$ cat config.mk
export PLATFORM = sky130hd
export DESIGN_NAME = lcd_instr_queue
export DESIGN_NICKNAME = d
export VERILOG_FILES = /design/src/rtl/lcd_pkg.sv /design/src/rtl/lcd_sync_fifo.sv /design/src/rtl/lcd_instr_queue.sv
export SDC_FILE = /design/constraint.sdc
export NUM_CORES = 1
export LEC_CHECK = 0
export CAP_MARGIN = 15
export CORE_ASPECT_RATIO = 1.75
export CORE_MARGIN = 3
export CORE_UTILIZATION = 56
export CTS_CLUSTER_DIAMETER = 40
export DETAILED_ROUTE_END_ITERATION = 6
export GPL_TIMING_DRIVEN = 0
export MAX_ROUTING_LAYER = met4
export PLACE_DENSITY = 0.8
export SKIP_LAST_GASP = 1
export SYNTH_ARGS = -nofsm -noshare
export SYNTH_HDL_FRONTEND = slang
export SYNTH_SLANG_ARGS = --single-unit
$ cat constraint.sdc
create_clock -name clk_i -period 3.52 [get_ports clk_i]
set_input_delay 0.352 -clock clk_i [delete_from_list [all_inputs] [get_ports clk_i]]
set_output_delay 0.352 -clock clk_i [all_outputs]
set_load 0.05 [all_outputs]
$ cat src/rtl/lcd_pkg.sv
// -----------------------------------------------------------------------------
// lcd_pkg
// Shared definitions for the LCD instruction queue:
//   - bit positions of the {RS, RWB, DB[7:0]} instruction word
//   - FSM state encoding of the queue front-end
//   - the FIFO entry layout {sel, instr}
//   - helpers that build the high/low nibble transfers for 4-bit mode
// -----------------------------------------------------------------------------
package lcd_pkg;

  localparam int INSTR_W   = 10;   // {RS, RWB, DB[7:0]}
  localparam int RS_BIT    = 9;
  localparam int RWB_BIT   = 8;
  localparam int DB_MSB    = 7;
  localparam int DB_LSB    = 0;
  localparam int MAX_SEL_W = 3;    // enough for up to 8 panels

  localparam logic [INSTR_W-1:0] NOP_CMD = 10'h000;

  typedef enum logic [2:0] {
    ST_IDLE    = 3'd0,
    ST_SEND_HI = 3'd1,
    ST_WAIT_HI = 3'd2,
    ST_SEND_LO = 3'd3,
    ST_WAIT_LO = 3'd4
  } lcd_q_state_e;

  typedef struct packed {
    logic [MAX_SEL_W-1:0] sel;
    logic [INSTR_W-1:0]   instr;
  } lcd_entry_t;

  // First nibble transfer: control bits plus DB[7:4] on the upper data lines.
  function automatic logic [INSTR_W-1:0] hi_xfer(input logic [INSTR_W-1:0] instr);
    return {instr[RS_BIT], instr[RWB_BIT], instr[7:4], 4'b0000};
  endfunction

  // Second nibble transfer: control bits plus DB[3:0] on the upper data lines.
  function automatic logic [INSTR_W-1:0] lo_xfer(input logic [INSTR_W-1:0] instr);
    return {instr[RS_BIT], instr[RWB_BIT], instr[3:0], 4'b0000};
  endfunction

endpackage

$ cat src/rtl/lcd_sync_fifo.sv
// -----------------------------------------------------------------------------
// lcd_sync_fifo
// Synchronous FIFO with wrap-bit pointers and a synchronous flush.
// Ports:
//   clk_i, rst_ni   clock, synchronous active-low reset
//   push_i, wdata_i write request and data (ignored when full or flushing)
//   pop_i, rdata_o  read request and head-of-queue data (show-ahead)
//   flush_i         clears both pointers; wins over a simultaneous push
//   level_o         occupancy, full_o / empty_o status
// -----------------------------------------------------------------------------
module lcd_sync_fifo #(
  parameter int WIDTH = 13,
  parameter int DEPTH = 8,
  localparam int AW   = $clog2(DEPTH)
) (
  input  logic             clk_i,
  input  logic             rst_ni,
  input  logic             push_i,
  input  logic [WIDTH-1:0] wdata_i,
  input  logic             pop_i,
  output logic [WIDTH-1:0] rdata_o,
  input  logic             flush_i,
  output logic [AW:0]      level_o,
  output logic             full_o,
  output logic             empty_o
);

  logic [AW:0]      wr_ptr_q;
  logic [AW:0]      rd_ptr_q;
  logic [WIDTH-1:0] mem_q [DEPTH];
  logic             do_push;
  logic             do_pop;

  assign do_push = push_i & ~full_o & ~flush_i;
  assign do_pop  = pop_i & ~empty_o;

  // Full when the index bits match but the wrap bits differ.
  assign full_o  = (wr_ptr_q[AW] != rd_ptr_q[AW]) && (wr_ptr_q[AW-1:0] == rd_ptr_q[AW-1:0]);
  assign empty_o = (wr_ptr_q == rd_ptr_q);
  assign level_o = wr_ptr_q - rd_ptr_q;
  assign rdata_o = mem_q[rd_ptr_q[AW-1:0]];

  // Pointer update; flush returns both pointers to zero.
  always_ff @(posedge clk_i) begin
    if (!rst_ni) begin
      wr_ptr_q <= {(AW+1){1'b0}};
      rd_ptr_q <= {(AW+1){1'b0}};
    end else if (flush_i) begin
      wr_ptr_q <= {(AW+1){1'b0}};
      rd_ptr_q <= {(AW+1){1'b0}};
    end else begin
      if (do_push) wr_ptr_q <= wr_ptr_q + {{AW{1'b0}}, 1'b1};
      if (do_pop)  rd_ptr_q <= rd_ptr_q + {{AW{1'b0}}, 1'b1};
    end
  end

  // Storage array; contents need no reset because the pointers gate visibility.
  always_ff @(posedge clk_i) begin
    if (do_push) mem_q[wr_ptr_q[AW-1:0]] <= wdata_i;
  end

endmodule

$ cat src/rtl/lcd_instr_queue.sv
// -----------------------------------------------------------------------------
// lcd_instr_queue
// Instruction front-end between the register block and the HD44780U PHY.
// Queues {display select, instruction}, issues each instruction to the PHY as
// one 8-bit transfer or two nibble transfers, drives the one-hot E-line select
// and returns read data as a one-cycle valid pulse.
// Ports:
//   instr_i/disp_sel_i/valid_i/ready_o   enqueue side
//   enable_i, mode_4bit_i, flush_i        control
//   phy_instr_o/phy_valid_o/phy_ready_i   PHY request handshake
//   phy_rdata_i                           PHY read data
//   disp_en_o                             one-hot panel select
//   rdata_o/rdata_valid_o                 assembled read byte
//   level_o/empty_o/full_o                FIFO status
//   sel_err_o                             sticky out-of-range select flag
// DATA_WIDTH must be 8 and INSTR_WIDTH must be 10.
// -----------------------------------------------------------------------------
module lcd_instr_queue
  import lcd_pkg::*;
#(
  parameter int DATA_WIDTH   = 8,
  parameter int INSTR_WIDTH  = 10,
  parameter int DEPTH        = 8,
  parameter int NUM_DISPLAYS = 2,
  localparam int SEL_W = (NUM_DISPLAYS > 1) ? $clog2(NUM_DISPLAYS) : 1,
  localparam int LVL_W = $clog2(DEPTH) + 1
) (
  input  logic                    clk_i,
  input  logic                    rst_ni,
  input  logic [INSTR_WIDTH-1:0]  instr_i,
  input  logic [SEL_W-1:0]        disp_sel_i,
  input  logic                    valid_i,
  output logic                    ready_o,
  input  logic                    enable_i,
  input  logic                    mode_4bit_i,
  input  logic                    flush_i,
  output logic [INSTR_WIDTH-1:0]  phy_instr_o,
  output logic                    phy_valid_o,
  input  logic                    phy_ready_i,
  input  logic [DATA_WIDTH-1:0]   phy_rdata_i,
  output logic [NUM_DISPLAYS-1:0] disp_en_o,
  output logic [DATA_WIDTH-1:0]   rdata_o,
  output logic                    rdata_valid_o,
  output logic [LVL_W-1:0]        level_o,
  output logic                    empty_o,
  output logic                    full_o,
  output logic                    sel_err_o
);

  lcd_entry_t              push_entry;
  lcd_entry_t              head_entry;
  logic                    sel_ok;
  logic                    push;
  logic                    pop;
  logic                    full;
  logic                    empty;
  logic [LVL_W-1:0]        level;

  lcd_q_state_e            state_q;
  lcd_entry_t              cur_q;
  logic                    mode4_q;
  logic [3:0]              hi_nib_q;
  logic                    phy_valid_q;
  logic [INSTR_WIDTH-1:0]  phy_instr_q;
  logic [NUM_DISPLAYS-1:0] disp_en_q;
  logic [DATA_WIDTH-1:0]   rdata_q;
  logic                    rdata_valid_q;
  logic                    sel_err_q;

  function automatic logic [NUM_DISPLAYS-1:0] sel_onehot(input logic [MAX_SEL_W-1:0] sel);
    logic [NUM_DISPLAYS-1:0] oh;
    oh = {NUM_DISPLAYS{1'b0}};
    for (int i = 0; i < NUM_DISPLAYS; i++) oh[i] = (sel == MAX_SEL_W'(i));
    return oh;
  endfunction

  // Range-check the select; anything past the last panel is stored as panel 0.
  always_comb begin
    sel_ok           = 1'b0;
    push_entry.sel   = {MAX_SEL_W{1'b0}};
    push_entry.instr = instr_i;
    for (int i = 0; i < NUM_DISPLAYS; i++) begin
      sel_ok         = sel_ok | (disp_sel_i == SEL_W'(i));
      push_entry.sel = (disp_sel_i == SEL_W'(i)) ? MAX_SEL_W'(i) : push_entry.sel;
    end
  end

  assign push = valid_i & ~full & ~flush_i;
  assign pop  = (state_q == ST_IDLE) & enable_i & ~empty & phy_ready_i;

  lcd_sync_fifo #(
    .WIDTH ($bits(lcd_entry_t)),
    .DEPTH (DEPTH)
  ) u_fifo (
    .clk_i   (clk_i),
    .rst_ni  (rst_ni),
    .push_i  (push),
    .wdata_i (push_entry),
    .pop_i   (pop),
    .rdata_o (head_entry),
    .flush_i (flush_i),
    .level_o (level),
    .full_o  (full),
    .empty_o (empty)
  );

  // Transfer FSM with registered PHY, E-line and read-data outputs.
  always_ff @(posedge clk_i) begin
    if (!rst_ni) begin
      state_q       <= ST_IDLE;
      cur_q         <= '{sel: {MAX_SEL_W{1'b0}}, instr: NOP_CMD};
      mode4_q       <= 1'b0;
      hi_nib_q      <= 4'h0;
      phy_valid_q   <= 1'b0;
      phy_instr_q   <= NOP_CMD;
      disp_en_q     <= {NUM_DISPLAYS{1'b0}};
      rdata_q       <= {DATA_WIDTH{1'b0}};
      rdata_valid_q <= 1'b0;
      sel_err_q     <= 1'b0;
    end else begin
      rdata_valid_q <= 1'b0;
      if (valid_i && !full && !sel_ok) sel_err_q <= 1'b1;
      case (state_q)
        ST_IDLE: begin
          if (pop) begin
            cur_q       <= head_entry;
            mode4_q     <= mode_4bit_i;
            phy_valid_q <= 1'b1;
            phy_instr_q <= mode_4bit_i ? hi_xfer(head_entry.instr) : head_entry.instr;
            disp_en_q   <= sel_onehot(head_entry.sel);
            state_q     <= ST_SEND_HI;
          end
        end
        ST_SEND_HI: begin
          // phy_valid_q is high here, so phy_ready_i alone marks acceptance.
          if (phy_ready_i) begin
            phy_valid_q <= 1'b0;
            state_q     <= ST_WAIT_HI;
          end
        end
        ST_WAIT_HI: begin
          if (phy_ready_i) begin
            if (mode4_q) begin
              hi_nib_q    <= phy_rdata_i[7:4];
              phy_valid_q <= 1'b1;
              phy_instr_q <= lo_xfer(cur_q.instr);
              state_q     <= ST_SEND_LO;
            end else begin
              if (cur_q.instr[RWB_BIT]) begin
                rdata_q       <= phy_rdata_i;
                rdata_valid_q <= 1'b1;
              end
              phy_instr_q <= NOP_CMD;
              disp_en_q   <= {NUM_DISPLAYS{1'b0}};
              state_q     <= ST_IDLE;
            end
          end
        end
        ST_SEND_LO: begin
          if (phy_ready_i) begin
            phy_valid_q <= 1'b0;
            state_q     <= ST_WAIT_LO;
          end
        end
        ST_WAIT_LO: begin
          if (phy_ready_i) begin
            if (cur_q.instr[RWB_BIT]) begin
              rdata_q       <= {hi_nib_q, phy_rdata_i[7:4]};
              rdata_valid_q <= 1'b1;
            end
            phy_instr_q <= NOP_CMD;
            disp_en_q   <= {NUM_DISPLAYS{1'b0}};
            state_q     <= ST_IDLE;
          end
        end
        default: begin
          phy_valid_q <= 1'b0;
          phy_instr_q <= NOP_CMD;
          disp_en_q   <= {NUM_DISPLAYS{1'b0}};
          state_q     <= ST_IDLE;
        end
      endcase
    end
  end

  assign ready_o       = ~full;
  assign full_o        = full;
  assign empty_o       = empty;
  assign level_o       = level;
  assign phy_valid_o   = phy_valid_q;
  assign phy_instr_o   = phy_instr_q;
  assign disp_en_o     = disp_en_q;
  assign rdata_o       = rdata_q;
  assign rdata_valid_o = rdata_valid_q;
  assign sel_err_o     = sel_err_q;

endmodule

**After elaboration in Yosys (flattened, before gate mapping)**

Memory sizes are Yosys's and may differ from the RTL's. A register that Yosys moved wholly into a read port is not among the register bits.
Index checks and enable logic that the tools add are counted.
W data, S select, Z words.

- Register bits: 48
- Bits in latches: 0
- RAM bits: 88
- Bits in read-only memories: 0
- Input port bits: 26
- Output and inout port bits: 30
- Logic and storage cells: 99
- Memories: 1

- Add/subtract/negate cells: 3
- Multipliers: 0
- Divide/modulo/power cells: 0
- Magnitude comparators: 0
- Equal/unequal tests: 18
- Shifts and indexed selects: 0
- Mux-type cells: 39
- Bitwise logic cells: 14
- Reduce and logical (&&, ||, !) cells: 13

Memory list:

| memory | words | bits a word | read ports | clocked after memory_dff | write ports | line | text |
|---|---|---|---|---|---|---|---|
| u_fifo.mem_q | 8 | 11 | 1 | 1 | 1 | lcd_sync_fifo.sv:30 | `logic [WIDTH-1:0] mem_q [DEPTH];` |

Operators with widths:

| cell | number |
|---|---|
| $mux W10 | 4 |
| $mux W8 | 5 |
| $pmux W10 S4 | 1 |
| $mux W3 | 7 |
| $ne A2 B2 Y1 const B | 8 |
| $pmux W8 S2 | 1 |
| $pmux W3 S5 | 1 |
| $reduce_and A5 Y1 | 3 |
| $mux W1 | 11 |
| $mux W2 | 5 |
| $add A4 B1 Y4 const B | 2 |
| $and A1 B1 Y1 | 8 |
| $pmux W2 S4 | 1 |
| $eq A3 B1 Y1 const B | 2 |
| $eq A3 B2 Y1 const B | 2 |
| $logic_not A3 Y1 | 2 |
| $not A1 Y1 | 6 |
| $reduce_and A6 Y1 | 1 |
| $eq A4 B4 Y1 | 1 |
| $mux W4 | 1 |
| $ne A2 B1 Y1 const B | 2 |
| $pmux W1 S4 | 1 |
| $reduce_and A4 Y1 | 1 |
| $reduce_or A2 Y1 | 2 |
| other kinds (9) | 9 |

**Longest topological paths before layout**

Gate-level depths: netlist of run 1.

- Word-level depth: 9
- Gate-level depth with buffers: 7
- Gate-level depth less buffers: 6

**Cells and area by module**

From an unflattened synthesis of run 1, not the netlist that was laid out.

- Cell total of the unflattened synthesis: 411
- Area, all modules: 6348.6 µm²

Modules (own cells, without submodules):

| module | times used | cells an instance | area an instance (µm²) |
|---|---|---|---|
| lcd_sync_fifo | 1 | 224 | 4628.2 |
| lcd_instr_queue | 1 | 187 | 1720.4 |

**Worst setup path after synthesis of run 1**

Ideal clock, no wire load.

- Path kind: reg-to-reg
- Start point: register u_fifo.rd_ptr_q[1]
- End point: memory u_fifo.mem_q[0][0] (netlist name), enable pin
- Arrival: 2246 ps
- Data required time: 3127 ps
- Slack: 881 ps
- Cell stages (with the launch flop): 7
- Path buffers: 0
- Period minus slack after synthesis: 2639 ps
- Cell sequence: dfxtp_1 inv_1 ha_1 nand3_1 o21ai_1 or3_1 nor3_1

- Word-level cells in the longest chain between the ends: 9

RTL lines:

| element | line | text |
|---|---|---|
| start: declaration | lcd_sync_fifo.sv:29 | `logic [AW:0] rd_ptr_q;` |
| start signal: assignment | lcd_sync_fifo.sv:47 | `rd_ptr_q <= {(AW+1){1'b0}};` |
| start signal: assignment | lcd_sync_fifo.sv:50 | `rd_ptr_q <= {(AW+1){1'b0}};` |
| start signal: assignment | lcd_sync_fifo.sv:53 | `if (do_pop) rd_ptr_q <= rd_ptr_q + {{AW{1'b0}}, 1'b1};` |
| $eq A3 B3 Y1 (*) | lcd_sync_fifo.sv:38 | `assign full_o = (wr_ptr_q[AW] != rd_ptr_q[AW]) && (wr_ptr_q[AW-1:0] == rd_ptr_q[AW-1:0]);` |
| $logic_and A1 B1 Y1 (*) | lcd_sync_fifo.sv:38 |  |
| $not A1 Y1 (*) | lcd_sync_fifo.sv:34, lcd_instr_queue.sv:88 |  |
| $and A1 B1 Y1 (2 in a row) | lcd_instr_queue.sv:88 | `assign push = valid_i & ~full & ~flush_i;` |
| $and A1 B1 Y1 (*) (2 in a row) | lcd_sync_fifo.sv:34 | `assign do_push = push_i & ~full_o & ~flush_i;` |
| $mux W1 (*) | lcd_sync_fifo.sv:59 | `if (do_push) mem_q[wr_ptr_q[AW-1:0]] <= wdata_i;` |
| $mux W1 (not written as such) (*) | lcd_sync_fifo.sv:59 |  |
| end: declaration | lcd_sync_fifo.sv:30 |  |

Mark *: on every way between the ends. The rest lies on a longest branch, timed or not.

**Worst setup path in the final report of run 1**

- Start point: register u_fifo.rd_ptr_q[1]
- End point: output port level_o[3]

- Word-level cells in the longest chain between the ends: 1

RTL lines:

| element | line | text |
|---|---|---|
| $sub A4 B4 Y4 | lcd_sync_fifo.sv:40 | `assign level_o = wr_ptr_q - rd_ptr_q;` |
| end: declaration | lcd_instr_queue.sv:44 | `output logic [LVL_W-1:0] level_o,` |

Every way passes these cells.

==> metrics, run 1 <==
hold violation count in the final report=0; async set-or-reset flop fraction in the synthesized netlist=0%; setup-violating endpoint count in the final report=0; Arr. time, crit path=around 2.6 ns; overall routed net length=about 12000 um; category of the critical setup timing path=register to output port; sequence of cells on the critical path=inv_1 -> ha_1 -> a21o_1 -> a21oi_1 -> xnor2_1 -> clkdlybuf4s50_1; number of buffers created by CTS=17; Hold Path Class=register to register; ANT cells=0; required time of the worst setup path=approximately 3.2 ns; relative slew slack=between 40% and 50%; Synth top area share=47.71%; level count of the clock H-tree=4; slew at the pin closest to its max-slew limit=0.8629 ns; Nets=~500; cts-stage hold buffer count=0; worst voltage drop across the vdd grid=between 0.0004 and 0.0005 V; crit-path leading delay family=buffers and inverters; register-to-register path setup slack=between 0.8 and 0.9 ns; number of nets in the synthesized netlist=roughly 420; mapped cell area=5539 sq um; GR Util All Layers=roughly a quarter; # resized after CTS=0; Max-cap violations=0; starting utilization of the core area=between 50% and 60%; portion of the post-synthesis area used by sequential elements=between 60% and 70%; global-route wire length before repair=roughly 18000 um; minimum period implied by the final worst setup slack=a little under 3 ns; floorplan core area=9527 sq um; area leader, netlist=edfxtp_1; detailed-route via count=~3500; number of enable-type register cells in the synthesized netlist=~90; maximum clock insertion buffer count=2; worst path bufs/invs=2; setup skew after layout=0.006028 ns; clock input transition at the sequential cells of the worst setup and hold paths=~0.060 ns; number of search-and-repair iterations in the first detailed-routing pass=5; fraction of layout instances using a drive strength above 1=about 16%; post-synthesis register bit count=135; Post-Synthesis Mean Instance Area=between 10 and 15 sq um; cell with the most instances after synthesis=edfxtp_1; number of top-level pins=56; floorplan die height=between 100 and 150 um; vias in the first global route=3666; # Post-CTS Setup Buffers=0; Pwr Density=between 500 and 600 nW/um^2; initial antenna violation count=0; Final GP Congestion=between 0.8 and 0.9; CP Max Fanout=5; worst skew pair latency=0.42 ns; drt via density=between 5 and 6; unrepaired setup endpoints after global routing=no; count of warnings emitted by yosys=0; count of distinct cell types in the synthesized netlist=48; clock tree from TritonCTS=done; run status=finished clean; startpoint class of the critical path=register; endpoint class of the critical path=output port; prevailing post-synth register cell=edfxtp_1; tightest hold margin=around 0.47 ns; Syn Inst Count=384; average routed wire per standard cell=between 15 and 20 um; list of most frequent post-synthesis cells=edfxtp_1, dfxtp_1, nor2_1, mux4_2, mux2i_1; Core Rows=47; number of remaining DRC errors=0; Area growth, synth to finish=25.10%; port bufs=54; maximum number of pins on one net before global-route repair=17; master cell of the clock root buffer=clkbuf_16; number of DRC markers after the initial detailed-route iteration=between 150 and 200; total leakage power=2.288 nW; utilization after layout=72.73%; die outline area=between 10000 and 15000 sq um; Sinks on Clock Net=approximately 140; number of nets still failing antenna checks after routing=0; largest cells by area after synthesis=edfxtp_1, dfxtp_1, mux4_2; detailed placer's ending HPWL=between 8000 and 9000 um; width of the die=81.18 um; maximum operating frequency=roughly 0.34 GHz; Largest stage delay, worst path=about 0.83 ns; share of the clock period used by the worst path=between 80% and 90%; Max Slew Vio Count=0; Remaining Overflow, GRT=0; total power consumption of the routed design=between 3 and 4 mW; cell type of the slowest stage on the worst timing path=clkdlybuf4s50_1
-- where the power goes --
group          leakage, nW  internal [mW]  switching, mW
sequential            1.17           1.70        0.00838
combinational        0.822         0.0665         0.0967
clock                0.292           1.18          0.640
total                 2.29           2.95          0.745
-- flip-flops by register name, indices dropped and copies added, names as in the netlist, named ones only --
name / count
cur_q: 6
disp_en_o: 2
hi_nib_q: 4
mode4_q: 1
phy_instr_o: 10
phy_valid_o: 1
rdata_o: 8
rdata_valid_o: 1
state_q: 3
u_fifo.mem_q: 88
u_fifo.rd_ptr_q: 4
u_fifo.wr_ptr_q: 4
-- worst register-to-register path: cells and delay by family, from the launching register on --
family | cells | cell delay, ns
adder cells (fa/ha/maj) | 1 | 0.33
AND/OR/NAND/NOR | 3 | 1.03
buffers and inverters | 2 | 0.36
flip-flops | 1 | 0.45
AO/OA/AOI/OAI | 1 | 0.18
-- logic make-up after synthesis --
| kind of cell | synth area share (%) |
|---|---|
| xor gates and xnor gates | 1.401 |
| AOI/OAI and AO/OA | 8.764 |
| and+or+nand+nor | 7.454 |
| adders and majority gates | 1.491 |
| DFF | 64.69 |
| buffers and inverters | 2.801 |
| other | 0.06770 |
| muxes | 13.33 |
-- placed cells by master (no fill, tap or decap), types with 10 or more instances in the layout --
cell / count
a211oi_1: 12
a21oi_1: 15
clkbuf_1: 10
clkbuf_16: 17
clkdlybuf4s50_1: 54
dfxtp_1: 47
edfxtp_1: 88
inv_1: 16
mux2i_1: 19
mux4_2: 20
nand2_1: 18
nor2_1: 32
o21ai_0: 18
-- final cells by class --
type	instances	area [sq um]
inverter	16	60.06
clock inverter	13	178.9
clock buffer	19	432.9
tap	122	152.6
buffer	18	95.09
fill	615	2597
multi-input combinational	215	1810
timing repair buffer	61	615.6
sequential	135	3583
-- metal layers --
metal	global-route usage (%)	wire length [um]	vias to the layer above
li1	-	-	1628
met4	10.53	298	0
met3	7.199	452	22
met2	43.50	6870	91
met5	-	0	-
met1	22.22	4132	1711
-- metrics by stage --
stage | cells | worst slack (ns) | instance area, sq um | TNS (ns)
5_1_grt | 599 | 0.5038 | 6929 | 0
3_5_place_dp | 565 | 0.5535 | 6295 | 0
6_report | 599 | 0.6043 | 6929 | 0
4_1_cts | 597 | 0.4340 | 6907 | 0
2_1_floorplan | 384 | 0.8806 | 5539 | 0
3_3_place_gp | 560 | -0.02876 | 6232 | -0.3011
-- path summary, 6_finish.rpt --
path / startpoint / end / cells after the start
setup / recovery: u_fifo.rd_ptr_q[1] / level_o[3] / 6
hold / removal: phy_instr_o[2] / phy_instr_o[2] / 2
setup reg to reg: u_fifo.rd_ptr_q[1] / u_fifo.mem_q[2][3] / 7
hold reg to reg: phy_instr_o[2] / phy_instr_o[2] / 2
Note: power is estimated with default switching activity, not from simulation.
==> run 2: changes to the inputs <==
--- a/config.mk
+++ b/config.mk
@@ -8,12 +8,12 @@
 export CAP_MARGIN = 15
 export CORE_ASPECT_RATIO = 1.75
 export CORE_MARGIN = 3
-export CORE_UTILIZATION = 56
+export CORE_UTILIZATION = 51
 export CTS_CLUSTER_DIAMETER = 40
 export DETAILED_ROUTE_END_ITERATION = 6
 export GPL_TIMING_DRIVEN = 0
 export MAX_ROUTING_LAYER = met4
-export PLACE_DENSITY = 0.8
+export PLACE_DENSITY = 0.77
 export SKIP_LAST_GASP = 1
 export SYNTH_ARGS = -nofsm -noshare
 export SYNTH_HDL_FRONTEND = slang
==> constraint.sdc (replaced) <==
create_clock -name clk_i -period 2.5 [get_ports clk_i]
set_input_delay 0.25 -clock clk_i [delete_from_list [all_inputs] [get_ports clk_i]]
set_output_delay 0.25 -clock clk_i [all_outputs]
set_load 0.05 [all_outputs]
==> run 2 against run 1 <==
Sequential share of layout area shrank 0.24 points. Global-route usage shrank 2.4 points. Final area is 0.54% higher. Critical endpoint is now ready_o.
==> metrics, run 2 (synthesis gave the netlist of run 1 again) <==
Placed Cells incl. Taps=568; Max Slew Vio Count=0; Sinks on Clock Net=around 140; floorplan core area=approximately 10000 sq um; utilization after layout=about two thirds; Pwr Density=706.9 nW/um^2; setup TNS=0 ns; CP Max Fanout=5; crit path to=ready_o; endpoint of the lowest-slack register-to-register path=u_fifo.mem_q[2][4]; worst skew pair latency=between 0.4 and 0.5 ns; fraction of layout instances using a drive strength above 1=around a fifth; post-placement setup slack=-0.5210 ns; Area growth, synth to finish=25.77%; cell type of the slowest stage on the worst timing path=dlygate4sd2_1; drt via density=5.704; setup skew after layout=0.008092 ns; unrepaired setup endpoints after global routing=yes; Remaining Overflow, GRT=0; total leakage power=2.282 nW; required time of the worst setup path=between 2 and 2.5 ns; Fillers=a little over 700; master cell of the clock root buffer=clkbuf_16; initial antenna violation count=0; internal portion of total power=3.905 mW; most common cell after layout, fill and taps aside=edfxtp_1; number of top-level pins=56; power share of the sequential group=between 40% and 50%; total number of cells along the worst setup path=5; clock tree from TritonCTS=done; worst voltage drop across the vdd grid=0.0006208 V; global-route wire length before repair=18860 um; Final GP Congestion=0.8016; highest-count cells in the layout ignoring fill and taps=edfxtp_1, clkdlybuf4s50_1, dfxtp_1; minimum period implied by the final worst setup slack=approximately 2.4 ns; register-to-register path setup slack=between 0.1 and 0.15 ns; category of the critical setup timing path=register to output port; number of search-and-repair iterations in the first detailed-routing pass=4; setup-violating endpoint count in the final report=0; Hold Path Class=register to register; starting utilization of the core area=53.15%; run status=finished clean; cts-stage hold buffer count=0; Max-cap violations=0; hold violation count in the final report=0; share of the clock period used by the worst path=between 90% and 100%; port bufs=54; GR Util All Layers=21.46%; proportion of power drawn by combinational gates=under 10%; floorplan die height=roughly 140 um; average routed wire per standard cell=a little under 20 um; crit-path leading delay family=buffers and inverters; startpoint class of the critical path=register; Nets=roughly 500; endpoint class of the critical path=output port; maximum number of pins on one net before global-route repair=17; overall routed net length=11920 um; switching power share of the total=between 20% and 30%; level count of the clock H-tree=4; Non-Filler Instances=604; vias in the first global route=between 3000 and 4000; Clk network pwr share=a little under half; slew at the pin closest to its max-slew limit=roughly 0.8 ns; Arr. time, crit path=2.19 ns; Core Rows=49; ANT cells=0; maximum operating frequency=between 0.4 and 0.5 GHz; Largest register FFs=88; number of remaining DRC errors=0; Largest stage delay, worst path=about 0.53 ns; worst path bufs/invs=2; detailed placer's ending HPWL=around 8200 um; worst r2r src=u_fifo.rd_ptr_q[1]; width of the die=84.78 um; die outline area=between 10000 and 15000 sq um; number of buffers created by CTS=17; number of nets still failing antenna checks after routing=0; switching power total=between 1 and 1.5 mW; maximum clock insertion buffer count=2; Final Worst Setup Slack=0.05730 ns; detailed-route via count=between 3000 and 4000; relative slew slack=47.67%; number of DRC markers after the initial detailed-route iteration=approximately 190; tightest hold margin=about 0.46 ns; clock input transition at the sequential cells of the worst setup and hold paths=~0.060 ns; sequence of cells on the critical path=inv_1 -> ha_1 -> and3_1 -> nand2_1 -> dlygate4sd2_1; start point of the critical path=u_fifo.rd_ptr_q[1]; number of cells on the worst reg-to-reg path=7
run 2: cell types whose count changed in the layout (fill, tap and decap cells not counted), moves of 4 or more:
cell	delta
clkdlybuf4s50_1	-6
clkbuf_8	+5
nor2_1	-5
nor2_4	+5
buf_12	+4
buf_6	-4
bufinv_16	-4
run 2: layout make-up:
class | count | area, sq um | area share, %
Buffer | 18 | 95.09 | 1.365
Clock buffer | 26 | 513.0 | 7.364
Clock inverter | 6 | 38.79 | 0.5568
Inverter | 16 | 60.06 | 0.8621
Multi-Input combinational cell | 215 | 1876 | 26.92
Sequential cell | 135 | 3586 | 51.47
Tap cell | 127 | 158.9 | 2.281
Timing Repair Buffer | 61 | 639.4 | 9.177
run 2: how the worst min path moves through the flow:
stage,startpoint,end,cells past startpoint
floorplan,instr_i[0],u_fifo.mem_q[0][0],0
global placement,disp_en_o[0],disp_en_o[0],2
detailed placement,disp_en_o[0],disp_en_o[0],2
CTS,phy_rdata_i[5],hi_nib_q[1],3
global route,phy_instr_o[0],phy_instr_o[0],2
finish,disp_en_o[0],disp_en_o[0],2
run 2: routing by layer:
layer  wire (um)  share of wire (%)  vias up  track usage [%]
met5           0                  0        -                -
met4         382                3.2        0            11.68
met3         433                3.6       25            5.795
met2        6762                 57      100            38.66
met1        4345                 36     1701            20.45
li1            -                  -     1619                -
run 2: worst register-to-register path, delay by kind of cell (launching register included):
kind	cells	cell delay (ns)
and+or+nand+nor	3	0.82
DFF	1	0.44
adders and majority gates	1	0.35
buffers and inverters	2	0.32
AOI/OAI and AO/OA	1	0.16
run 2: stage by stage:
| step | area, sq um | total power [mW] |
|---|---|---|
| 2_1_floorplan | 5549 | 2.574 |
| 3_3_place_gp | 6248 | 2.673 |
| 3_5_place_dp | 6279 | 2.681 |
| 4_1_cts | 6954 | 4.948 |
| 5_1_grt | 6967 | 5.053 |
| 6_report | 6967 | 4.925 |
run 2: what timing repair did:
action | CTS | global route
buffers inserted | 4 | 0
pin swaps | 4 | 0
endpoints found under the setup margin | 74 | 62
gates resized for setup | 22 | 8
endpoints found under the hold margin | 0 | 0
run 2: power by group through the flow:
| stage | logic [mW] | clock network, mW | registers (mW) |
|---|---|---|---|
| floorplan | 0.108 | 0 | 2.47 |
| finish | 0.239 | 2.28 | 2.41 |
| CTS | 0.237 | 2.30 | 2.41 |
| detailed placement | 0.226 | 0 | 2.45 |
| global placement | 0.220 | 0 | 2.45 |
| global route | 0.258 | 2.38 | 2.41 |
==> run 3: changes to the inputs <==
==> constraint.sdc (replaced) <==
create_clock -name clk_i -period 2.5 [get_ports clk_i]
set_input_delay 0.25 -clock clk_i [delete_from_list [all_inputs] [get_ports clk_i]]
set_output_delay 0.25 -clock clk_i [all_outputs]
set_load 0.02 [all_outputs]
==> run 3 against run 2 <==
Register-to-register slack gained 0.04 ns. Die area is the same. Critical path type is now register to register. Total power shrank 0.44%. Largest cell class unchanged. Critical endpoint is now u_fifo.mem_q[2][4]. Core utilization increased by 0.096 points. Highest routed layer unchanged.
==> metrics, run 3 (synthesis gave the netlist of run 1 again) <==
run status=finished clean; Remaining Overflow, GRT=0; Detail Route met3 WL=approximately 460 um; Final GP Congestion=~0.8; Fillers=710; global-route wire length before repair=around 19000 um; metal1 wirelength=roughly 4400 um; Nets=between 400 and 500; total leakage power=about 2.3 nW; worst voltage drop across the vdd grid=between 0.0006 and 0.0007 V; worst skew pair latency=about 0.41 ns; required time of the worst setup path=2.61 ns; Placed Cells incl. Taps=568; top layer reached by signal wires=met4; number of search-and-repair iterations in the first detailed-routing pass=5; startpoint class of the critical path=register; cell type of the slowest stage on the worst timing path=or3_4; Area growth, synth to finish=25.95%; clock input transition at the sequential cells of the worst setup and hold paths=about 0.060 ns; Final Worst Setup Slack=between 0.15 and 0.2 ns; post-detailed-placement cell area=around 6300 sq um; width of the die=between 80 and 90 um; Non-Filler Instances=slightly above 600; instance count along the most critical hold path=2; Worst Hold Path EP=disp_en_o[0]; register-to-register path setup slack=between 0.15 and 0.2 ns; number of remaining DRC errors=0; setup-violating endpoint count in the final report=0; Met2 Wirelength=6815 um; average routed wire per standard cell=approximately 20 um; most common cell after layout, fill and taps aside=edfxtp_1; endpoint of the lowest-slack register-to-register path=u_fifo.mem_q[2][4]; maximum number of pins on one net before global-route repair=17; GR Util All Layers=between 20% and 30%; Arr. time, crit path=about 2.5 ns; relative slew slack=around half; Hold Path Class=register to register; clock tree from TritonCTS=done; vias in the first global route=approximately 3700; minimum period implied by the final worst setup slack=roughly 2.3 ns; maximum clock insertion buffer count=2; setup TNS=0 ns; critical hold path startpoint=disp_en_o[0]; port bufs=54; worst r2r src=u_fifo.wr_ptr_q[0]; ANT cells=0; unrepaired setup endpoints after global routing=no; Pwr Density=around 700 nW/um^2; initial antenna violation count=0; share of the clock period used by the worst path=between 90% and 100%; Core Rows=49; number of nets still failing antenna checks after routing=0; detailed-route via count=between 3000 and 4000; crit-path leading delay family=simple AND/OR/NAND/NOR gates; number of DRC markers after the initial detailed-route iteration=167; hold violation count in the final report=0; Largest stage delay, worst path=around 0.46 ns; post-placement setup slack=-0.5210 ns; highest-count cells in the layout ignoring fill and taps=edfxtp_1, clkdlybuf4s50_1, dfxtp_1; Largest register FFs=roughly 90; floorplan die height=approximately 140 um; fraction of layout instances using a drive strength above 1=18.45%; drt via density=roughly 5.7; number of cells on the worst reg-to-reg path=7; Final Cell Area=around 7000 sq um; floorplan core area=around 10000 sq um; detailed placer's ending HPWL=8188 um; sequence of cells on the critical path=inv_1 -> ha_1 -> nand3_2 -> o21ai_1 -> or3_4 -> nor2_4 -> buf_4; total power consumption of the routed design=4.903 mW; maximum operating frequency=about 0.43 GHz; master cell of the clock root buffer=clkbuf_16; endpoint class of the critical path=register; Sinks on Clock Net=roughly 140; category of the critical setup timing path=register to register; CP Max Fanout=8; worst path bufs/invs=2; slew at the pin closest to its max-slew limit=about 0.77 ns; setup skew after layout=roughly 0.0072 ns; overall routed net length=between 10000 and 15000 um; level count of the clock H-tree=4; number of top-level pins=between 50 and 60; die outline area=12200 sq um; Max Slew Vio Count=0; Max-cap violations=0; starting utilization of the core area=53.15%; number of buffers created by CTS=17
-- run 3: cell count changes in the layout (fill, tap and decap cells not counted), sizes merged --
cell,change
clkbuf,-2
clkdlybuf4s15,-2
dlygate4sd2,+3
dlymetal6s2s,+1
-- run 3: worst max-delay path by stage --
stage	end	cells after the start	start	slack, ns
2_1_floorplan	u_fifo.mem_q[2][0]	6	u_fifo.rd_ptr_q[1]	0.15
3_3_place_gp	u_fifo.mem_q[2][4]	5	u_fifo.wr_ptr_q[1]	-0.53
3_5_place_dp	u_fifo.mem_q[0][6]	6	u_fifo.rd_ptr_q[1]	-0.52
4_1_cts	full_o	6	u_fifo.rd_ptr_q[1]	-0.03
5_1_grt	u_fifo.mem_q[2][5]	7	u_fifo.wr_ptr_q[0]	0.05
6_report	u_fifo.mem_q[2][4]	7	u_fifo.wr_ptr_q[0]	0.16
-- run 3: per-layer routing --
metal  GRT usage [%]  up-vias
met5               -        -
met4           11.68        0
met3           5.795       21
met2           38.66      102
met1           20.45     1721
li1                -     1625
-- run 3: report_power, final --
group	switching (mW)	internal (mW)	leakage, nW
Sequential	0.0113	2.40	1.18
Clock	0.864	1.41	0.275
Combinational	0.123	0.0977	0.861
Total	0.997	3.91	2.31
-- run 3: timing repair --
item | CTS | global route
hold buffers | 0 | 0
endpoints found under the setup margin | 74 | 66
cloned | 0 | 0
endpoints found under the hold margin | 0 | 0
setup buffers | 4 | 0
pin swaps | 3 | 0
resized for setup | 19 | 6
-- run 3: stage by stage --
step	hold WS (ns)	utilization [%]
finish	0.4589	66.94
global route	0.4704	66.94
CTS	0.4588	66.71
detailed placement	0.4549	60.24
global placement	0.4487	59.95
floorplan	0.3489	-
-- run 3: area by class of cell --
type	instances	area [sq um]	share of cell area [%]
clock inverters	6	38.79	0.5560
plain buffers	18	95.09	1.363
inverters	16	60.06	0.8608
repair buffers	61	646.9	9.272
well taps	127	158.9	2.278
clock buffers	26	513.0	7.353
flip-flops and latches	135	3587	51.42
multi-input cells	215	1877	26.90
-- run 3: worst reg2reg max path, delay by kind of cell (launching register included) --
kind                     cells  cell delay, ns
AND/OR/NAND/NOR              3            0.82
AO/OA/AOI/OAI                1            0.16
buffers and inverters        2            0.34
flip-flops                   1            0.38
adder cells (fa/ha/maj)      1            0.34
